### src/rtl/rv32_shared_mem_responder_pkg.sv
// rtl/rv32_shared_mem_responder_pkg.sv - shared types for the instruction/data memory responder
//
// Purpose: FSM state, transaction owner and operation enums, plus the wait-counter width,
//          shared by the responder top and its arbiter.
// Ports:   none (package).
package rv32_mem_responder_pkg;

  localparam int WAIT_CNT_W = 4;

  typedef enum logic [1:0] {
    IDLE  = 2'd0,
    WAIT  = 2'd1,
    ISSUE = 2'd2,
    RESP  = 2'd3
  } state_e;

  typedef enum logic {
    OWNER_INSTR = 1'b0,
    OWNER_DATA  = 1'b1
  } owner_e;

  typedef enum logic {
    OP_READ  = 1'b0,
    OP_WRITE = 1'b1
  } op_e;

endpackage

### src/rtl/rv32_shared_mem_responder_if.sv
// rtl/rv32_shared_mem_responder_if.sv - bundle of core-side and SRAM-side responder signals
//
// Purpose: groups the instruction port, data port and single-port SRAM port.
// Modports: slave  - the responder (takes requests and SRAM read data, drives readies and strobes).
//           master - the environment (core ports plus SRAM).
interface rv32_shared_mem_responder_if #(
  parameter int ADDR_WIDTH = 12
);
  logic [31:0]           instr_address_in;
  logic                  instr_read_in;
  logic [31:0]           instr_read_value_out;
  logic                  instr_ready_out;
  logic [31:0]           data_address_in;
  logic                  data_read_in;
  logic                  data_write_in;
  logic [3:0]            data_write_mask_in;
  logic [31:0]           data_write_value_in;
  logic [31:0]           data_read_value_out;
  logic                  data_ready_out;
  logic [ADDR_WIDTH-1:0] sram_address_out;
  logic                  sram_read_out;
  logic                  sram_write_out;
  logic [3:0]            sram_write_mask_out;
  logic [31:0]           sram_write_value_out;
  logic [31:0]           sram_read_value_in;

  modport slave (
    input  instr_address_in, instr_read_in,
    output instr_read_value_out, instr_ready_out,
    input  data_address_in, data_read_in, data_write_in, data_write_mask_in, data_write_value_in,
    output data_read_value_out, data_ready_out,
    output sram_address_out, sram_read_out, sram_write_out, sram_write_mask_out, sram_write_value_out,
    input  sram_read_value_in
  );

  modport master (
    output instr_address_in, instr_read_in,
    input  instr_read_value_out, instr_ready_out,
    output data_address_in, data_read_in, data_write_in, data_write_mask_in, data_write_value_in,
    input  data_read_value_out, data_ready_out,
    input  sram_address_out, sram_read_out, sram_write_out, sram_write_mask_out, sram_write_value_out,
    output sram_read_value_in
  );
endinterface

### src/rtl/rv32_shared_mem_responder_arbiter.sv
// rtl/rv32_shared_mem_responder_arbiter.sv - two-way round-robin arbiter for the memory responder
//
// Purpose: picks one of the instruction/data requesters; on a tie the master not served last wins.
// Ports:   i_req_instr, i_req_data - pending requests
//          i_last_owner            - master served by the previous access
//          o_grant                 - one-hot grant, bit 0 = instruction, bit 1 = data
module rv32_mem_rr_arbiter
  import rv32_mem_responder_pkg::*;
(
  input  logic       i_req_instr,
  input  logic       i_req_data,
  input  owner_e     i_last_owner,
  output logic [1:0] o_grant
);

  always_comb begin
    o_grant = 2'b00;
    if (i_req_instr && i_req_data) begin
      o_grant = (i_last_owner == OWNER_DATA) ? 2'b01 : 2'b10;
    end else if (i_req_instr) begin
      o_grant = 2'b01;
    end else if (i_req_data) begin
      o_grant = 2'b10;
    end
  end

endmodule

### src/rtl/rv32_shared_mem_responder.sv
// rtl/rv32_shared_mem_responder.sv - instruction/data bus responder over one single-port SRAM
//
// Purpose: arbitrates the instruction and data masters onto one SRAM with 1-cycle read latency,
//          inserts WAIT_STATES idle cycles, latches each transaction at grant and returns a
//          one-cycle ready pulse to the owning master.
// Ports:   clk   - rising-edge clock
//          reset - synchronous, active-high
//          bus   - slave modport: core instruction/data ports and SRAM port
module rv32_shared_mem_responder
  import rv32_mem_responder_pkg::*;
#(
  parameter int ADDR_WIDTH  = 12,
  parameter int WAIT_STATES = 0,
  parameter int DATA_FIRST  = 1
) (
  input  logic                         clk,
  input  logic                         reset,
  rv32_shared_mem_responder_if.slave   bus
);

  state_e                r_state;
  logic [WAIT_CNT_W-1:0] r_wait_cnt;
  owner_e                r_owner;
  owner_e                r_last_owner;
  op_e                   r_op;
  logic [ADDR_WIDTH-1:0] r_addr;
  logic [3:0]            r_mask;
  logic [31:0]           r_wdata;
  logic                  r_sram_read;
  logic                  r_sram_write;
  logic                  r_instr_ready;
  logic                  r_data_ready;

  logic       w_data_req;
  logic [1:0] w_grant;
  op_e        w_grant_op;
  logic       w_unused;

  assign w_data_req = bus.data_read_in | bus.data_write_in;
  // Read and write together counts as a write.
  assign w_grant_op = (w_grant[1] && bus.data_write_in) ? OP_WRITE : OP_READ;

  // Address bits outside the word index are deliberately ignored (aliasing).
  assign w_unused = ^{bus.instr_address_in[31:ADDR_WIDTH+2], bus.instr_address_in[1:0],
                      bus.data_address_in[31:ADDR_WIDTH+2], bus.data_address_in[1:0]};

  rv32_mem_rr_arbiter u_arbiter (
    .i_req_instr  (bus.instr_read_in),
    .i_req_data   (w_data_req),
    .i_last_owner (r_last_owner),
    .o_grant      (w_grant)
  );

  always_ff @(posedge clk) begin
    if (reset) begin
      r_state       <= IDLE;
      r_wait_cnt    <= '0;
      r_owner       <= OWNER_INSTR;
      // Pretending the other master was served last makes the preferred one win the first tie.
      r_last_owner  <= (DATA_FIRST != 0) ? OWNER_INSTR : OWNER_DATA;
      r_op          <= OP_READ;
      r_addr        <= '0;
      r_mask        <= '0;
      r_wdata       <= '0;
      r_sram_read   <= 1'b0;
      r_sram_write  <= 1'b0;
      r_instr_ready <= 1'b0;
      r_data_ready  <= 1'b0;
    end else begin
      r_sram_read   <= 1'b0;
      r_sram_write  <= 1'b0;
      r_instr_ready <= 1'b0;
      r_data_ready  <= 1'b0;
      case (r_state)
        IDLE: begin
          if (|w_grant) begin
            r_owner <= w_grant[1] ? OWNER_DATA : OWNER_INSTR;
            r_op    <= w_grant_op;
            r_addr  <= w_grant[1] ? bus.data_address_in[ADDR_WIDTH+1:2]
                                  : bus.instr_address_in[ADDR_WIDTH+1:2];
            r_mask  <= w_grant[1] ? bus.data_write_mask_in : 4'h0;
            r_wdata <= w_grant[1] ? bus.data_write_value_in : 32'h0;
            if (WAIT_STATES == 0) begin
              r_state      <= ISSUE;
              r_sram_read  <= (w_grant_op == OP_READ);
              r_sram_write <= (w_grant_op == OP_WRITE);
            end else begin
              r_state    <= WAIT;
              r_wait_cnt <= WAIT_CNT_W'(WAIT_STATES);
            end
          end
        end
        WAIT: begin
          r_wait_cnt <= r_wait_cnt - 1'b1;
          if (r_wait_cnt == WAIT_CNT_W'(1)) begin
            r_state      <= ISSUE;
            r_sram_read  <= (r_op == OP_READ);
            r_sram_write <= (r_op == OP_WRITE);
          end
        end
        ISSUE: begin
          r_state       <= RESP;
          r_instr_ready <= (r_owner == OWNER_INSTR);
          r_data_ready  <= (r_owner == OWNER_DATA);
        end
        RESP: begin
          r_last_owner <= r_owner;
          r_state      <= IDLE;
        end
        default: r_state <= IDLE;
      endcase
    end
  end

  assign bus.sram_address_out     = r_addr;
  assign bus.sram_read_out        = r_sram_read;
  assign bus.sram_write_out       = r_sram_write;
  assign bus.sram_write_mask_out  = r_mask;
  assign bus.sram_write_value_out = r_wdata;
  assign bus.instr_ready_out      = r_instr_ready;
  assign bus.data_ready_out       = r_data_ready;

  // SRAM read data arrives in the RESP cycle, which is exactly the ready cycle.
  assign bus.instr_read_value_out = r_instr_ready ? bus.sram_read_value_in : 32'h0;
  assign bus.data_read_value_out  = (r_data_ready && r_op == OP_READ) ? bus.sram_read_value_in : 32'h0;

endmodule

### src/flat_wrapper.sv
// flat-port wrapper written by rule: the top's interface ports become plain ports
module rv32_shared_mem_responder_flat import rv32_mem_responder_pkg::*;
#(
  parameter int ADDR_WIDTH  = 12,
  parameter int WAIT_STATES = 0,
  parameter int DATA_FIRST  = 1
)
  (clk, reset, bus_instr_address_in, bus_instr_read_in, bus_instr_read_value_out, bus_instr_ready_out, bus_data_address_in, bus_data_read_in, bus_data_write_in, bus_data_write_mask_in, bus_data_write_value_in, bus_data_read_value_out, bus_data_ready_out, bus_sram_address_out, bus_sram_read_out, bus_sram_write_out, bus_sram_write_mask_out, bus_sram_write_value_out, bus_sram_read_value_in);
  rv32_shared_mem_responder_if #(.ADDR_WIDTH(ADDR_WIDTH)) bus_i ();
  input  logic clk;
  input  logic reset;
  input wire logic [$bits(bus_i.instr_address_in)-1:0] bus_instr_address_in;
  input wire logic [$bits(bus_i.instr_read_in)-1:0] bus_instr_read_in;
  output wire logic [$bits(bus_i.instr_read_value_out)-1:0] bus_instr_read_value_out;
  output wire logic [$bits(bus_i.instr_ready_out)-1:0] bus_instr_ready_out;
  input wire logic [$bits(bus_i.data_address_in)-1:0] bus_data_address_in;
  input wire logic [$bits(bus_i.data_read_in)-1:0] bus_data_read_in;
  input wire logic [$bits(bus_i.data_write_in)-1:0] bus_data_write_in;
  input wire logic [$bits(bus_i.data_write_mask_in)-1:0] bus_data_write_mask_in;
  input wire logic [$bits(bus_i.data_write_value_in)-1:0] bus_data_write_value_in;
  output wire logic [$bits(bus_i.data_read_value_out)-1:0] bus_data_read_value_out;
  output wire logic [$bits(bus_i.data_ready_out)-1:0] bus_data_ready_out;
  output wire logic [$bits(bus_i.sram_address_out)-1:0] bus_sram_address_out;
  output wire logic [$bits(bus_i.sram_read_out)-1:0] bus_sram_read_out;
  output wire logic [$bits(bus_i.sram_write_out)-1:0] bus_sram_write_out;
  output wire logic [$bits(bus_i.sram_write_mask_out)-1:0] bus_sram_write_mask_out;
  output wire logic [$bits(bus_i.sram_write_value_out)-1:0] bus_sram_write_value_out;
  input wire logic [$bits(bus_i.sram_read_value_in)-1:0] bus_sram_read_value_in;
  assign bus_i.instr_address_in = bus_instr_address_in;
  assign bus_i.instr_read_in = bus_instr_read_in;
  assign bus_instr_read_value_out = bus_i.instr_read_value_out;
  assign bus_instr_ready_out = bus_i.instr_ready_out;
  assign bus_i.data_address_in = bus_data_address_in;
  assign bus_i.data_read_in = bus_data_read_in;
  assign bus_i.data_write_in = bus_data_write_in;
  assign bus_i.data_write_mask_in = bus_data_write_mask_in;
  assign bus_i.data_write_value_in = bus_data_write_value_in;
  assign bus_data_read_value_out = bus_i.data_read_value_out;
  assign bus_data_ready_out = bus_i.data_ready_out;
  assign bus_sram_address_out = bus_i.sram_address_out;
  assign bus_sram_read_out = bus_i.sram_read_out;
  assign bus_sram_write_out = bus_i.sram_write_out;
  assign bus_sram_write_mask_out = bus_i.sram_write_mask_out;
  assign bus_sram_write_value_out = bus_i.sram_write_value_out;
  assign bus_i.sram_read_value_in = bus_sram_read_value_in;
  rv32_shared_mem_responder #(.ADDR_WIDTH(ADDR_WIDTH), .WAIT_STATES(WAIT_STATES), .DATA_FIRST(DATA_FIRST)) u_core (.clk(clk), .reset(reset), .bus(bus_i));
endmodule
### config.mk
export PLATFORM = sky130hd
export DESIGN_NAME = rv32_shared_mem_responder_flat
export DESIGN_NICKNAME = d
export VERILOG_FILES = /design/src/rtl/rv32_shared_mem_responder_pkg.sv /design/src/rtl/rv32_shared_mem_responder_if.sv /design/src/rtl/rv32_shared_mem_responder_arbiter.sv /design/src/rtl/rv32_shared_mem_responder.sv /design/src/flat_wrapper.sv
export SDC_FILE = /design/constraint.sdc
export NUM_CORES = 1
export LEC_CHECK = 0
export CORE_AREA = 2 2 98 100
export DETAILED_ROUTE_END_ITERATION = 6
export DIE_AREA = 0 0 100 102
export GPL_TIMING_DRIVEN = 0
export PLACE_DENSITY = 0.81
export SYNTH_ARGS = -nofsm -noshare
export SYNTH_HDL_FRONTEND = slang
export SYNTH_SLANG_ARGS = --single-unit
### constraint.sdc
create_clock -name clk -period 1.5 [get_ports clk]
set_input_delay 0.225 -clock clk [delete_from_list [all_inputs] [get_ports clk]]
set_output_delay 0.225 -clock clk [all_outputs]
set_load 0.005 [all_outputs]
==> impl_metrics.yaml <==
run_status:
  outcome: "finished with violations"
  violations: "setup timing"
floorplan:
  ios: 253
  design.die.area_um2: 10200
  dieWidth_um: 100
  coreArea_um2: 9110
  rows: 35
  fp.dieH_um: 102
  start_util_pct: 31.6
clocking:
  cts-root-buf: "clkbuf_8"
  cts_buffers: 9
  clock-sinks: 61
  clk_pin_slew_worst_paths_ns: 0.07
  cts_hold_buffers: 0
  clockBufferDepth: 2
  tritoncts: "yes"
  clk_latency_ns: 0.35
  htreeDepth: 3
route:
  vias: 3572
  vias_per_cell: 4.97
  drt-total-wl_um: 11900
  wl_per_cell_um: 16.6
  dr.pass1.iters: 4
  drc: 0
  antenna_left: 0
  drtIter0Drc: 129
power:
  ir_worst_vdd_v: 0.000591
  p_leak_nw: 2.29
  finalPower_mw: 4.72
  power.density_nw_per_um2: 845
synthesis:
  syn_inst: 364
  syn-num-nets: 503
  ys_warn_count: 0
  yosysSeqAreaShare_pct: 42.5
  synth_cell_type_count: 29
  synth_area_um2: 2880
  avgSynthCellArea_um2: 7.90
  synth-seq-cells: 61
cells_and_area:
  nets: 739
  syn_to_final_growth_pct: 94.1
  nFillCells: 795
  finalNonFillerCells: 718
  drive_gt1_share_pct: 25.5
timing:
  fin_crit_ns: 1.63
  worst_pin_slew_ns: 0.501
  rsz0062_at_grt: "yes"
  fmax_ghz: 0.613
  period_share_pct: 109
  setup_slack_ns: -0.130
  drv_slew: 0
  finalClockSkew_ns: 0.0115
  hold_viol: 0
  relSlewSlack_pct: 66.6
  finalSetupViolCount: 29
placed_design:
  hpwlAfterDp_um: 9070
  routabilityCongestion: 0.842
  io_buffers: 211
  dp_cells: 686
job:
  max_cap_viol_count: 0
global_routing:
  global_route.overflow_total: 0
  grt_pass1_vias: 3617
  grt_pass1_wl_um: 18000
  grt_max_degree: 13
  grt_usage_pct: 22.3
  antenna_found_initial: 2
critical_path:
  worstPathRequired_ns: 1.27
  critPathCaptureType: "output port"
  critPathLaunchType: "flop"
  crit_type: "flop to output port"
  path_max_fanout: 5
  arrival_ns: 1.41
hold_path:
  hold_class: "input pin to flop"
[cells by family after synthesis]
kind of cell / Yosys count / share of synthesized area (%)
AO/OA/AOI/OAI: 110 / 21.6
XOR/XNOR: 2 / 0.609
adder cells (fa/ha/maj): 2 / 0.870
buffers and inverters: 37 / 5.66
flip-flops: 61 / 42.5
AND/OR/NAND/NOR: 152 / 28.8
[state kept, by name (all words and copies together) (netlist names)]
name / cells
u_core.bus.sram_write_out: 1
u_core.bus.sram_write_value_out: 32
u_core.bus.sram_address_out: 12
u_core.r_owner: 1
u_core.bus.data_ready_out: 1
u_core.r_last_owner: 1
u_core.r_state: 2
u_core.r_wait_cnt: 4
u_core.r_op: 1
u_core.bus.sram_read_out: 1
u_core.bus.instr_ready_out: 1
u_core.bus.sram_write_mask_out: 4
[critical path, stage by stage (launching register included)]
cell and delay, ns:
dfxtp_2 0.32, nor2b_4 0.12, buf_12 0.13, buf_8 0.12, buf_8 0.12, and2_4 0.15
buf_6 0.10
[placed cells by master, fill, tap and decap left out, types with 28 or more instances in the layout]
cell	n
buf_6	36
o21ai_0	38
clkdlybuf4s50_1	142
dfxtp_1	56
and2_4	28
and2_1	36
nand3_1	39
clkbuf_2	31
nand2_1	29
a21oi_1	55
[metrics by stage]
step                setup slack [ns]  hold WS [ns]  setup TNS (ns)  util, %  area, µm²
CTS                           -0.174         0.334           -4.34     61.1       5560
floorplan                      0.218         0.373               0        -       2880
global route                  -0.169         0.372           -4.32     61.3       5580
detailed placement            -0.471         0.469          -36.69     56.3       5130
finish                        -0.130         0.340           -2.84     61.3       5580
global placement              -0.421         0.460          -32.50     56.3       5130
[routing by layer]
layer | share of wire (%) | routed length, µm | GRT usage (%)
met1 | 37 | 4370 | 23.5
met5 | 0 | 0 | 0
met2 | 51 | 6100 | 40.5
met4 | 4.4 | 525 | 11.7
met3 | 7.8 | 925 | 6.63
[power breakdown]
| group | switching [mW] | total (mW) | internal [mW] |
|---|---|---|---|
| Combinational | 0.633 | 1.51 | 0.876 |
| Sequential | 0.115 | 1.91 | 1.80 |
| Clock | 0.685 | 1.29 | 0.610 |
| Total | 1.43 | 4.72 | 3.28 |
[cell usage after synthesis (all sizes together)]
cell type,number,share of area [%]
a211o,1,0.30
a211oi,1,0.26
a21bo,1,0.35
a21oi,55,9.6
a2bb2oi,1,0.52
a311oi,12,3.7
and2,64,14
and4b,1,0.35
buf,11,2.3
clkbuf,24,3.1
dfxtp,61,42
ha,2,0.87
inv,2,0.26
nand2,29,3.8
nand2b,2,0.44
nand3,39,6.8
nand3b,3,0.78
nor2,5,0.65
nor2b,2,0.44
nor3,3,0.70
nor3b,2,0.52
o21ai,38,6.6
o2bb2ai,1,0.30
or2,1,0.22
or3,1,0.22
xnor2,1,0.30
xor2,1,0.30
[area by class of cell]
type	instances	area, µm²	area share (%)
clock buffers	10	128	2.29
diodes	2	5.00	0.0897
clock inverters	6	46.3	0.830
well taps	111	139	2.49
flip-flops and latches	61	1230	22.1
repair buffers	225	2190	39.3
inverters	2	7.51	0.135
multi-input cells	266	1590	28.5
plain buffers	35	238	4.26
[worst paths after layout]
kind / startpoint / to / slack (ns) / cells past startpoint
hold / removal: reset / u_core.r_state[1]$_SDFFE_PP0P_ / 0.34 / 2
setup reg to reg: u_core.r_state[1]$_SDFFE_PP0P_ / u_core.bus.sram_address_out[4]$_SDFFE_PP0P_ / 0.11 / 4
setup / recovery: u_core.bus.data_ready_out$_SDFF_PP0_ / bus_data_read_value_out[3] / -0.13 / 6
hold reg to reg: u_core.bus.sram_write_value_out[2]$_SDFFE_PP0P_ / u_core.bus.sram_write_value_out[2]$_SDFFE_PP0P_ / 0.48 / 2
[repair_timing]
action	4_1_cts	5_1_grt
setup buffers	9	1
cloned	3	2
pin swaps	24	0
gates resized for setup	270	77
endpoints found under the setup margin	99	92
Note: power is estimated with default switching activity, not from simulation.
